$ cat src/rtl/hog_pkg.sv
// Shared definitions for the HOG histogram accumulator.
//   state_t    : controller state encoding
//   *_W_DEF    : default accumulator / bin-index / magnitude widths
//   sat_add()  : unsigned saturating add, clipped to a given result width
package hog_pkg;

    localparam int BIN_W_DEF  = 12;
    localparam int ADDR_W_DEF = 5;
    localparam int MAG_W_DEF  = 8;

    typedef enum logic [1:0] {
        ST_INIT       = 2'd0,
        ST_ACCUM      = 2'd1,
        ST_FLUSH_WAIT = 2'd2,
        ST_DRAIN      = 2'd3
    } state_t;

    // Both operands are already below 2**width, so the sum fits in width+1
    // bits; any bit at or above position 'width' is the adder's carry-out,
    // and a carry clips the result to all-ones of 'width' bits.
    function automatic logic [31:0] sat_add(input logic [31:0] acc,
                                            input logic [31:0] mag,
                                            input int unsigned width);
        logic [32:0] sum;
        logic [31:0] max_val;
        sum     = {1'b0, acc} + {1'b0, mag};
        max_val = 32'((33'd1 << width) - 33'd1);
        return (|(sum >> width)) ? max_val : sum[31:0];
    endfunction

endpackage

$ cat src/rtl/hist_accum_ctrl_if.sv
// Sample-in / drained-bin-out bundle of the histogram accumulator.
//   i_valid/i_bin/i_mag : gradient sample stream (one per cycle)
//   i_flush             : drain + clear request
//   o_busy/o_drop       : not accepting samples / sample discarded
//   o_valid/o_idx/o_data/o_done : drained bin stream, o_done on the last bin
// master = upstream producer / downstream consumer side, slave = controller.
interface hist_accum_ctrl_if import hog_pkg::*; #(
    parameter int ADDR_W = ADDR_W_DEF,
    parameter int BIN_W  = BIN_W_DEF,
    parameter int MAG_W  = MAG_W_DEF
);
    logic              i_valid;
    logic [ADDR_W-1:0] i_bin;
    logic [MAG_W-1:0]  i_mag;
    logic              i_flush;
    logic              o_busy;
    logic              o_drop;
    logic              o_valid;
    logic [ADDR_W-1:0] o_idx;
    logic [BIN_W-1:0]  o_data;
    logic              o_done;

    modport master (
        output i_valid, i_bin, i_mag, i_flush,
        input  o_busy, o_drop, o_valid, o_idx, o_data, o_done
    );

    modport slave (
        input  i_valid, i_bin, i_mag, i_flush,
        output o_busy, o_drop, o_valid, o_idx, o_data, o_done
    );
endinterface

$ cat src/rtl/hist_bin_ram.sv
// Generic bin RAM, no reset on contents.
//   Port A: synchronous write (a_we/a_waddr/a_wdata) plus a registered read
//           (a_raddr -> a_rdata one cycle later).
//   Port B: registered read-only (b_raddr -> b_rdata one cycle later).
// Reads return the value held before a write on the same edge (read-old),
// which the controller relies on both for forwarding and for drain-and-clear.
module hist_bin_ram #(
    parameter int DATA_W = 12,
    parameter int ADDR_W = 5
) (
    input  logic              clk,
    input  logic              a_we,
    input  logic [ADDR_W-1:0] a_waddr,
    input  logic [DATA_W-1:0] a_wdata,
    input  logic [ADDR_W-1:0] a_raddr,
    output logic [DATA_W-1:0] a_rdata,
    input  logic [ADDR_W-1:0] b_raddr,
    output logic [DATA_W-1:0] b_rdata
);
    logic [DATA_W-1:0] mem [2**ADDR_W];

    always_ff @(posedge clk) begin
        if (a_we) begin
            mem[a_waddr] <= a_wdata;
        end
        a_rdata <= mem[a_raddr];
        b_rdata <= mem[b_raddr];
    end
endmodule

$ cat src/rtl/hist_accum_ctrl.sv
// Saturating orientation-histogram accumulator built on hist_bin_ram.
//   clk, rst : clock, asynchronous active-high reset
//   bus      : sample stream in, drained bins out (hist_accum_ctrl_if.slave)
// After reset every bin is zeroed (INIT), then samples are accumulated with a
// two-stage read-modify-write. A flush waits two cycles for the pipeline to
// retire, then streams every bin out in index order while clearing it.
module hist_accum_ctrl import hog_pkg::*; #(
    parameter int BIN_W  = BIN_W_DEF,
    parameter int ADDR_W = ADDR_W_DEF,
    parameter int MAG_W  = MAG_W_DEF
) (
    input  logic clk,
    input  logic rst,
    hist_accum_ctrl_if.slave bus
);
    localparam int NBINS = 2**ADDR_W;
    localparam int CNT_W = ADDR_W + 1;
    localparam logic [CNT_W-1:0] LAST_BIN  = CNT_W'(NBINS - 1);
    localparam logic [CNT_W-1:0] DRAIN_END = CNT_W'(NBINS);

    state_t            state_reg, state_next;
    logic [CNT_W-1:0]  cnt_reg, cnt_next;

    logic              busy, accept, drain_issue;
    logic              s1_valid_reg;
    logic [ADDR_W-1:0] s1_bin_reg;
    logic [MAG_W-1:0]  s1_mag_reg;
    logic              fwd_valid_reg;
    logic [ADDR_W-1:0] fwd_bin_reg;
    logic [BIN_W-1:0]  fwd_data_reg;
    logic [BIN_W-1:0]  operand, sum;
    logic              drop_reg, valid_reg, done_reg;
    logic [ADDR_W-1:0] idx_reg;

    logic              a_we;
    logic [ADDR_W-1:0] a_waddr;
    logic [BIN_W-1:0]  a_wdata, a_rdata, b_rdata;

    assign busy   = (state_reg != ST_ACCUM);
    assign accept = bus.i_valid && !busy;
    // DRAIN runs one counter step past the last bin so that o_busy stays high
    // while the final bin is still emerging from the RAM read register.
    assign drain_issue = (state_reg == ST_DRAIN) && !cnt_reg[ADDR_W];

    always_ff @(posedge clk or posedge rst) begin
        if (rst) begin
            state_reg <= ST_INIT;
            cnt_reg   <= '0;
        end else begin
            state_reg <= state_next;
            cnt_reg   <= cnt_next;
        end
    end

    always_comb begin
        state_next = state_reg;
        cnt_next   = cnt_reg;
        case (state_reg)
            ST_INIT: begin
                cnt_next = cnt_reg + CNT_W'(1);
                if (cnt_reg == LAST_BIN) begin
                    state_next = ST_ACCUM;
                    cnt_next   = '0;
                end
            end
            ST_ACCUM: begin
                if (bus.i_flush) begin
                    state_next = ST_FLUSH_WAIT;
                    cnt_next   = '0;
                end
            end
            ST_FLUSH_WAIT: begin
                cnt_next = cnt_reg + CNT_W'(1);
                if (cnt_reg == CNT_W'(1)) begin
                    state_next = ST_DRAIN;
                    cnt_next   = '0;
                end
            end
            ST_DRAIN: begin
                cnt_next = cnt_reg + CNT_W'(1);
                if (cnt_reg == DRAIN_END) begin
                    state_next = ST_ACCUM;
                    cnt_next   = '0;
                end
            end
            default: begin
                state_next = ST_INIT;
                cnt_next   = '0;
            end
        endcase
    end

    // The RAM read issued alongside the previous write sees the old value,
    // so a hit on the bin written last cycle takes the forwarded sum instead.
    assign operand = (fwd_valid_reg && (fwd_bin_reg == s1_bin_reg)) ? fwd_data_reg : a_rdata;
    assign sum     = BIN_W'(sat_add(32'(operand), 32'(s1_mag_reg), BIN_W));

    always_ff @(posedge clk or posedge rst) begin
        if (rst) begin
            s1_valid_reg  <= 1'b0;
            s1_bin_reg    <= '0;
            s1_mag_reg    <= '0;
            fwd_valid_reg <= 1'b0;
            fwd_bin_reg   <= '0;
            fwd_data_reg  <= '0;
            drop_reg      <= 1'b0;
            valid_reg     <= 1'b0;
            idx_reg       <= '0;
            done_reg      <= 1'b0;
        end else begin
            s1_valid_reg <= accept;
            if (accept) begin
                s1_bin_reg <= bus.i_bin;
                s1_mag_reg <= bus.i_mag;
            end
            fwd_valid_reg <= s1_valid_reg;
            fwd_bin_reg   <= s1_bin_reg;
            fwd_data_reg  <= sum;
            drop_reg      <= bus.i_valid && busy;
            valid_reg     <= drain_issue;
            done_reg      <= drain_issue && (cnt_reg == LAST_BIN);
            if (drain_issue) begin
                idx_reg <= cnt_reg[ADDR_W-1:0];
            end
        end
    end

    // Port A write: INIT and DRAIN zero the counter address; otherwise the
    // RMW write-back of stage S1.
    always_comb begin
        a_we    = 1'b0;
        a_waddr = s1_bin_reg;
        a_wdata = sum;
        if ((state_reg == ST_INIT) || drain_issue) begin
            a_we    = 1'b1;
            a_waddr = cnt_reg[ADDR_W-1:0];
            a_wdata = '0;
        end else if (s1_valid_reg) begin
            a_we = 1'b1;
        end
    end

    hist_bin_ram #(
        .DATA_W (BIN_W),
        .ADDR_W (ADDR_W)
    ) u_ram (
        .clk     (clk),
        .a_we    (a_we),
        .a_waddr (a_waddr),
        .a_wdata (a_wdata),
        .a_raddr (bus.i_bin),
        .a_rdata (a_rdata),
        .b_raddr (cnt_reg[ADDR_W-1:0]),
        .b_rdata (b_rdata)
    );

    assign bus.o_busy  = busy;
    assign bus.o_drop  = drop_reg;
    assign bus.o_valid = valid_reg;
    assign bus.o_idx   = idx_reg;
    // RAM output register is not reset; gate it so o_data reads 0 off-drain.
    assign bus.o_data  = valid_reg ? b_rdata : '0;
    assign bus.o_done  = done_reg;
endmodule
$ cat src/flat_wrapper.sv
// flat-port wrapper written by rule: the top's interface ports become plain ports
module hist_accum_ctrl_flat import hog_pkg::*;
#(
    parameter int BIN_W  = BIN_W_DEF,
    parameter int ADDR_W = ADDR_W_DEF,
    parameter int MAG_W  = MAG_W_DEF
)
  (clk, rst, bus_i_valid, bus_i_bin, bus_i_mag, bus_i_flush, bus_o_busy, bus_o_drop, bus_o_valid, bus_o_idx, bus_o_data, bus_o_done);
  hist_accum_ctrl_if #(.ADDR_W(ADDR_W), .BIN_W(BIN_W), .MAG_W(MAG_W)) bus_i ();
  input  logic clk;
  input  logic rst;
  input wire logic [$bits(bus_i.i_valid)-1:0] bus_i_valid;
  input wire logic [$bits(bus_i.i_bin)-1:0] bus_i_bin;
  input wire logic [$bits(bus_i.i_mag)-1:0] bus_i_mag;
  input wire logic [$bits(bus_i.i_flush)-1:0] bus_i_flush;
  output wire logic [$bits(bus_i.o_busy)-1:0] bus_o_busy;
  output wire logic [$bits(bus_i.o_drop)-1:0] bus_o_drop;
  output wire logic [$bits(bus_i.o_valid)-1:0] bus_o_valid;
  output wire logic [$bits(bus_i.o_idx)-1:0] bus_o_idx;
  output wire logic [$bits(bus_i.o_data)-1:0] bus_o_data;
  output wire logic [$bits(bus_i.o_done)-1:0] bus_o_done;
  assign bus_i.i_valid = bus_i_valid;
  assign bus_i.i_bin = bus_i_bin;
  assign bus_i.i_mag = bus_i_mag;
  assign bus_i.i_flush = bus_i_flush;
  assign bus_o_busy = bus_i.o_busy;
  assign bus_o_drop = bus_i.o_drop;
  assign bus_o_valid = bus_i.o_valid;
  assign bus_o_idx = bus_i.o_idx;
  assign bus_o_data = bus_i.o_data;
  assign bus_o_done = bus_i.o_done;
  hist_accum_ctrl #(.BIN_W(BIN_W), .ADDR_W(ADDR_W), .MAG_W(MAG_W)) u_core (.clk(clk), .rst(rst), .bus(bus_i));
endmodule
$ cat config.mk
export PLATFORM = sky130hd
export DESIGN_NAME = hist_accum_ctrl_flat
export DESIGN_NICKNAME = d
export VERILOG_FILES = /design/src/rtl/hog_pkg.sv /design/src/rtl/hist_accum_ctrl_if.sv /design/src/rtl/hist_bin_ram.sv /design/src/rtl/hist_accum_ctrl.sv /design/src/flat_wrapper.sv
export SDC_FILE = /design/constraint.sdc
export NUM_CORES = 1
export LEC_CHECK = 0
export CAP_MARGIN = 20
export CORE_MARGIN = 8
export CORE_UTILIZATION = 55
export DETAILED_ROUTE_END_ITERATION = 10
export GPL_ROUTABILITY_DRIVEN = 0
export PLACE_DENSITY = 0.79
export SKIP_CTS_REPAIR_TIMING = 1
export SLEW_MARGIN = 0
export SYNTH_ARGS = -nofsm -noshare
export SYNTH_HDL_FRONTEND = slang
export SYNTH_SLANG_ARGS = --single-unit
$ cat constraint.sdc
create_clock -name clk -period 14.8 [get_ports clk]
set_input_delay 2.96 -clock clk [delete_from_list [all_inputs] [get_ports clk]]
set_output_delay 2.96 -clock clk [all_outputs]
set_load 0.02 [all_outputs]
Word-level counts from Yosys, hierarchy flattened
Memory sizes are Yosys's and may differ from the RTL's. A register that Yosys moved wholly into a read port is not among the register bits. Cells that the tools add are included.

Register bits after elaboration: 48. Bits in writable memories: 384. Bits of input ports: 17. Output and inout port bits: 21. Memories kept: 1.

Memories: u_core.u_ram.mem (words 32, width 12, read ports 2, clocked after Yosys merged registers in 2, wr ports 1, RTL line hist_bin_ram.sv:20) `logic [DATA_W-1:0] mem [2**ADDR_W];`.

Add/subtract/negate cells: 2. Eq/ne operators: 12. Multiplexer cells: 19. Reductions and logical operators: 11.

Operators by type and width (number): 2-to-1 mux 12 bit (4); 2-to-1 mux 6 bit (4); case mux 6 bit (4 select lines) (1); OR reduction 21 bit (1); adder 12 x 8 -> 13 bit (1); 2-to-1 mux 2 bit (4); case mux 2 bit (4 select lines) (1); adder 6 x 1 -> 6 bit (second input constant) (1); equality test 6 x 1 -> 1 bit (second input constant) (1); equality test 6 x 5 -> 1 bit (second input constant) (1); equality test 6 bit (second input constant) (1); != test 2 x 1 -> 1 bit (second input constant) (3); equality test 5 bit (1); logical AND 1 bit (5); 2-to-1 mux 5 bit (1); equality test 2 bit (second input constant) (2); 2-to-1 mux 1 bit (4); != test 2 bit (second input constant) (2); AND reduction 4 bit (1); equality test 2 x 1 -> 1 bit (second input constant) (1); zero test 1 bit (2); zero test 2 bit (1); logical OR 1 bit (1).

Depth between registers and ports, before layout
Gate-level depths: netlist (run 1).

Depth in word-level cells: 7. Mapped depth: 17. Mapped depth without buffers: 13.

Modules after synthesis
From an unflattened synthesis (run 1), not the netlist that was laid out.

Cell total of the unflattened synthesis: 1590. Area total of the unflattened synthesis: 21966.1 um^2.

Modules (own cells, without submodules): hist_bin_ram (instances 1, cells an instance 1306, area an instance 19195.9 um^2, seq. area each 12011.5 um^2); hist_accum_ctrl (instances 1, cells an instance 284, area an instance 2770.2 um^2, seq. area each 1201.2 um^2).

Least setup slack after synthesis (run 1)
Ideal clock, no wire load.

Kind: input port to flip-flop. Start point: input bus_i_bin[0]. End point: register u_core.u_ram.a_rdata[0], read port of u_core.u_ram.mem. Library setup time: 0.121 ns. Arrival: 4.980 ns. Slack: 9.700 ns. Stages on the path: 6. Cells stage by stage: clkbuf_1 buf_2 buf_2 mux4_2 mux4_2 mux2_2.

RTL lines: start: declaration (RTL line flat_wrapper.sv:13) `input wire logic [$bits(bus_i.i_bin)-1:0] bus_i_bin;`; end: declaration (RTL line hist_bin_ram.sv:16) `output logic [DATA_W-1:0] a_rdata,`.

==> flow_summary.ini, run 1 <==
[setup_path]
crit_family = multiplexers
cp_max_fo = 49
crit_slowest_cell = buf_4
crit_path_end_kind = flop
worst-path-buf-inv = 2
cp_slowest_stage_delay_ns = 0.89
start_kind = input port
required_ns = 15.24
crit_chain = buf_6 > buf_4 > mux4_2 > mux4_2 > mux2_2
cp_common_cell = mux4_2
cp.arrival_ns = 5.82
criticalPathCategory = input port to flop

[synth]
synth_nets = 1105
ys_seq_elements = 456
synth_top_area_frac = 0.5501
synth_ff_type = edfxtp_1
yosys-top-cells-area = edfxtp_1, mux4_2, dfrtp_1, mux2_2, dfxtp_1
synth_edf_count = 384
synthArstFlopShare = 0.1053
synth_area_per_cell_um2 = 19.59
synth_cell_types = 44
syn-cell-area_um2 = 20960
synth_top_cell_by_area = edfxtp_1
ys_warn_count = 0
seq_area_frac_synth = 0.6303
netlist_instances = 1070

[worst_hold_path]
min_path_type = flop to flop

[global_routing]
grt_usage = 0.2332
grt_pass1_vias = 11590
grt_max_degree = 64
grt_overflow = 0
grt_pass1_wl_mm = 76.02
antenna_found_initial = 0

[finish]
layout-drive-gt1-share = 0.3748
largest_reg_flops = 384
antenna_cells = 0
regArea_um2 = 13220
largest-register = u_core.u_ram.mem
multi_input_comb_area_um2 = 7443
area_growth_pct = 12.68
fill_cells = 2522
mostFrequentLayoutCell = edfxtp_1
fin_nets = 1167
final_cell_mix = edfxtp_1, mux4_2, clkbuf_16
final_area_um2 = 23620

[drt]
wirelength_mm = 51.36
drtIter0Drc = 1471
drtPass1Iterations = 5
viasPerCell = 6.835
vias = 11460
ant_nets = 0
drcViolationCount = 0
avgRoutedWirePerCell_um = 30.63

[timing]
min_period_over_period = 0.3636
max-slew-margin-rel = 0.2575
finalSetupTns_ns = 0
slew_violations = 0
rsz0062_at_grt = false
final.setup.worst_slack_ns = 9.419
hold_viol = 0
setup_violations = 0
fin_worst_skew_ns = 0.02131
period_minus_slack_ns = 5.381
hold_slack_ns = 0.4634
worst_pin_slew_ns = 1.114
fmax_ghz = 0.1858

[clock_network]
cts_made_buffers = 46
clk_path_buf_depth = 3
cts.root.buffer_cell = clkbuf_16
insertion_delay_ns = 0.56
cts_tree = yes
clock_sinks = 456
clk_pin_slew_ns = 0.06
h-tree-depth = 2

[placement]
place_ws_ns = 8.748
dpl-instance-area_um2 = 22070
dp_hpwl_mm = 29.89
portBuffers = 37

[floorplan]
io_pins = 38
std_cell_rows = 71
die_h_um = 211.2
design.core.area_um2 = 37580
die_area_um2 = 44620
initial_utilization = 0.5579
die_w_um = 211.2

[pwr]
power_density_nw_per_um2 = 202.5
internal-power_mw = 3.235
switching_share = 0.3238
p_clk_frac = 0.241
p_comb_frac = 0.326
p_leak_nw = 7.686
p_sw_mw = 1.549
seqPwrFrac = 0.433
peakVddDrop_mv = 0.1264

[outcome]
status = finished clean

[job]
maxCapViolations = 0
## layout make-up
class | instances | share of cell area
clock buffer | 58 | 0.05281
clock inverter | 24 | 0.01001
inverter | 16 | 0.002543
multi-input combinational | 527 | 0.3151
sequential | 456 | 0.5598
tap | 511 | 0.02707
timing repair buffer | 85 | 0.03268
## per-layer routing
| metal | global-route usage | part of all wire | vias to the layer above |
|---|---|---|---|
| li1 | - | - | 4600 |
| met1 | 0.3177 | 0.37 | 6050 |
| met2 | 0.3739 | 0.49 | 701 |
| met3 | 0.04466 | 0.10 | 112 |
| met4 | 0.08736 | 0.039 | 0 |
| met5 | 0 | 0 | - |
## path summary, 6_finish.rpt
| check | slack [ns] | to | from | depth (start not counted) |
|---|---|---|---|---|
| min in group asynchronous | 2.64 | u_core.s1_mag_reg[6] | rst | 2 |
| worst max-delay path | 9.42 | u_core.u_ram.a_rdata[3] | bus_i_bin[0] | 5 |
| worst min-delay path | 0.46 | u_core.fwd_bin_reg[4] | u_core.s1_bin_reg[4] | 0 |
| worst max register to register | 9.61 | u_core.u_ram.mem[18][0] | u_core.s1_bin_reg[1] | 13 |
| max in group asynchronous | 11.67 | u_core.cnt_reg[0] | rst | 3 |
| worst min register to register | 0.46 | u_core.fwd_bin_reg[4] | u_core.s1_bin_reg[4] | 0 |
## stage by stage
step | instances | total power [mW] | utilization
2_1_floorplan | 1070 | 3.060 | -
3_3_place_gp | 1591 | 3.567 | 0.5871
3_5_place_dp | 1592 | 3.619 | 0.5875
4_1_cts | 1674 | 4.771 | 0.6269
5_1_grt | 1677 | 4.974 | 0.6286
6_report | 1677 | 4.783 | 0.6286
## kinds of logic (layout without fill, tap and decap cells)
family,after synthesis,after routing,synth area share
flip-flops,456,456,0.6303
adder cells (fa/ha/maj),18,18,0.01110
buffers and inverters,87,183,0.01695
XOR/XNOR,12,12,0.005014
AO/OA/AOI/OAI,65,65,0.01874
multiplexers,289,289,0.2838
AND/OR/NAND/NOR,143,143,0.03408
## synth_stat cells, types with 2 or more instances
cell type / n
edfxtp_1: 384
mux4_2: 240
dfrtp_1: 48
mux2_2: 43
nor2_1: 41
clkbuf_1: 40
nand2_1: 37
dfxtp_1: 24
a21oi_1: 19
buf_1: 18
ha_1: 17
o21ai_0: 17
and2_1: 16
inv_1: 16
nand2b_1: 12
buf_2: 11
xor2_1: 8
a31oi_1: 7
nor3_1: 7
or2_2: 7
mux2i_1: 6
nand3_1: 5
o21a_1: 5
a21o_1: 4
nor2b_1: 4
xnor2_1: 4
a21oi_2: 3
nor3b_1: 3
nor4_1: 3
a211oi_1: 2
buf_6: 2
nor4b_1: 2
o211ai_1: 2
or3_1: 2
or4_1: 2
## power by group through the flow
| stage | Combinational [mW] | Clock [mW] | Sequential [mW] |
|---|---|---|---|
| floorplan | 1.03 | 0 | 2.03 |
| global placement | 1.48 | 0 | 2.09 |
| detailed placement | 1.53 | 0 | 2.09 |
| CTS | 1.54 | 1.16 | 2.07 |
| global route | 1.67 | 1.21 | 2.09 |
| finish | 1.56 | 1.15 | 2.07 |
Note: power is estimated with default switching activity, not from simulation.
==> run 2: changes to the inputs <==
==> constraint.sdc (replaced) <==
create_clock -name clk -period 5.3 [get_ports clk]
set_input_delay 1.06 -clock clk [delete_from_list [all_inputs] [get_ports clk]]
set_output_delay 1.06 -clock clk [all_outputs]
set_load 0.02 [all_outputs]
==> run 2 against run 1 <==
Compared with the run above: worst hold slack got worse by 0.010 ns; worst setup slack got worse by 8.8 ns; count of clock-buffer cells in the layout increased by 9; first-iteration DRC count increased by 8.4%; design area increased by 1.5%; die area unchanged; sequential cell count unchanged; register-to-register slack got worse by 9.0 ns; total power increased to 2.8 times the previous value; clock skew decreased by 0.0084 ns; critical endpoint is now u_core.u_ram.mem[26][9].
==> flow_summary.ini, run 2 (synthesized netlist as in run 1, its figures left out) <==
[outcome]
status = finished clean

[timing]
fmax_ghz = 0.2134
hold_slack_ns = 0.4531
rsz0062_at_grt = false
slew_violations = 0
max-slew-margin-rel = 0.2524
worst_pin_slew_ns = 1.121
setup_violations = 0
hold_viol = 0
min_period_over_period = 0.8843
finalSetupTns_ns = 0
period_minus_slack_ns = 4.687
fin_worst_skew_ns = 0.01289

[finish]
final_area_um2 = 23980
utilization = 0.6382
largest_reg_flops = 384
antenna_cells = 0
fin_nets = 1200
layout-drive-gt1-share = 0.3819
final_cell_mix = edfxtp_1, mux4_2, buf_4
area_growth_pct = 14.40
largest-register = u_core.u_ram.mem
mostFrequentLayoutCell = edfxtp_1

[setup_path]
cp.arrival_ns = 5.03
crit_slowest_cell = or4_1
worst-path-buf-inv = 2
start_kind = flop
r2r-start = u_core.s1_bin_reg[1]
crit_chain = xor2_1 > nor4_4 > and2_1 > mux2_2 > ha_1 > inv_1 > fa_1 > nor2b_1 > o21ai_0 > nand2b_1 > a41oi_1 > or4_1 > o211ai_1 > buf_4
reg2reg_slack_ns = 0.61
r2r_cells = 14
required_ns = 5.64
r2r_end = u_core.u_ram.mem[26][9]
crit_path_end_kind = flop
cp_max_fo = 32
cp_slowest_stage_delay_ns = 0.92
criticalPathCategory = flop to flop
crit_family = simple AND/OR/NAND/NOR gates

[global_routing]
grt_max_degree = 71
grt_usage = 0.2532
grt_overflow = 0
grt_pass1_wl_mm = 81.11
grt_pass1_vias = 12110
antenna_found_initial = 0

[placement]
dpl-instance-area_um2 = 22360
dp_hpwl_mm = 34.48
portBuffers = 37

[pwr]
power_density_nw_per_um2 = 563.6
design_power_total_mw = 13.51
peakVddDrop_mv = 0.4025
p_leak_nw = 7.912

[clock_network]
h-tree-depth = 2
clk_path_buf_depth = 3
cts_made_buffers = 45
clock_sinks = 456
cts_tree = yes
cts.root.buffer_cell = clkbuf_16
insertion_delay_ns = 0.56
clk_pin_slew_ns = 0.07

[drt]
wirelength_mm = 55.63
ant_nets = 0
drtIter0Drc = 1594
drcViolationCount = 0
drtPass1Iterations = 6
vias = 11780
avgRoutedWirePerCell_um = 32.47
viasPerCell = 6.879

[job]
maxCapViolations = 0

[floorplan]
die_h_um = 211.2
initial_utilization = 0.5579
die_w_um = 211.2
design.core.area_um2 = 37580
die_area_um2 = 44620
io_pins = 38
std_cell_rows = 71

[worst_hold_path]
hold_depth = 0
min_path_type = flop to flop
hold_path.startpoint = u_core.s1_bin_reg[4]
holdPathEnd = u_core.fwd_bin_reg[4]
[run 2: cell count changes in the layout (fill, tap and decap cells not counted), sizes merged]
| cell | delta |
|---|---|
| buf | +34 |
| clkbuf | +9 |
| inv | -1 |
| clkinvlp | +2 |
| bufinv | +3 |
| clkinv | -11 |
[run 2: worst max-delay path by stage]
stage	end	startpoint	cells after the start
finish	u_core.u_ram.mem[26][9]	u_core.s1_bin_reg[1]	14
global route	u_core.u_ram.mem[15][9]	u_core.s1_bin_reg[1]	14
CTS	u_core.u_ram.mem[21][9]	u_core.s1_bin_reg[1]	14
detailed placement	u_core.u_ram.mem[11][9]	u_core.s1_bin_reg[1]	14
global placement	u_core.u_ram.mem[28][9]	u_core.s1_bin_reg[1]	14
floorplan	u_core.u_ram.mem[0][10]	u_core.s1_bin_reg[1]	15
[run 2: cell type report]
class	instances	area (um^2)
fillers	2484	13600
flip-flops and latches	456	13220
multi-input cells	527	7416
clock buffers	67	1331
repair buffers	119	1042
well taps	511	639.4
clock inverters	17	269.0
inverters	16	60.06
[run 2: where the power goes]
group / total (mW) / leakage [nW] / internal (mW) / switching [mW]
Combinational: 4.31 / 2.85 / 1.79 / 2.52
Sequential: 5.79 / 4.29 / 5.40 / 0.391
Clock: 3.41 / 0.774 / 2.08 / 1.33
[run 2: layer usage]
layer | part of all wire | track usage
met1 | 0.36 | 0.3376
met2 | 0.47 | 0.3923
met3 | 0.11 | 0.05905
met4 | 0.052 | 0.1238
met5 | 0 | 0
[run 2: metrics by stage]
step	setup slack, ns	instances
final	0.6133	1713
after global routing	0.3552	1713
after CTS	0.6594	1712
after detailed placement	0.7318	1628
after global placement	0.9188	1628
after floorplan	0.4319	1070
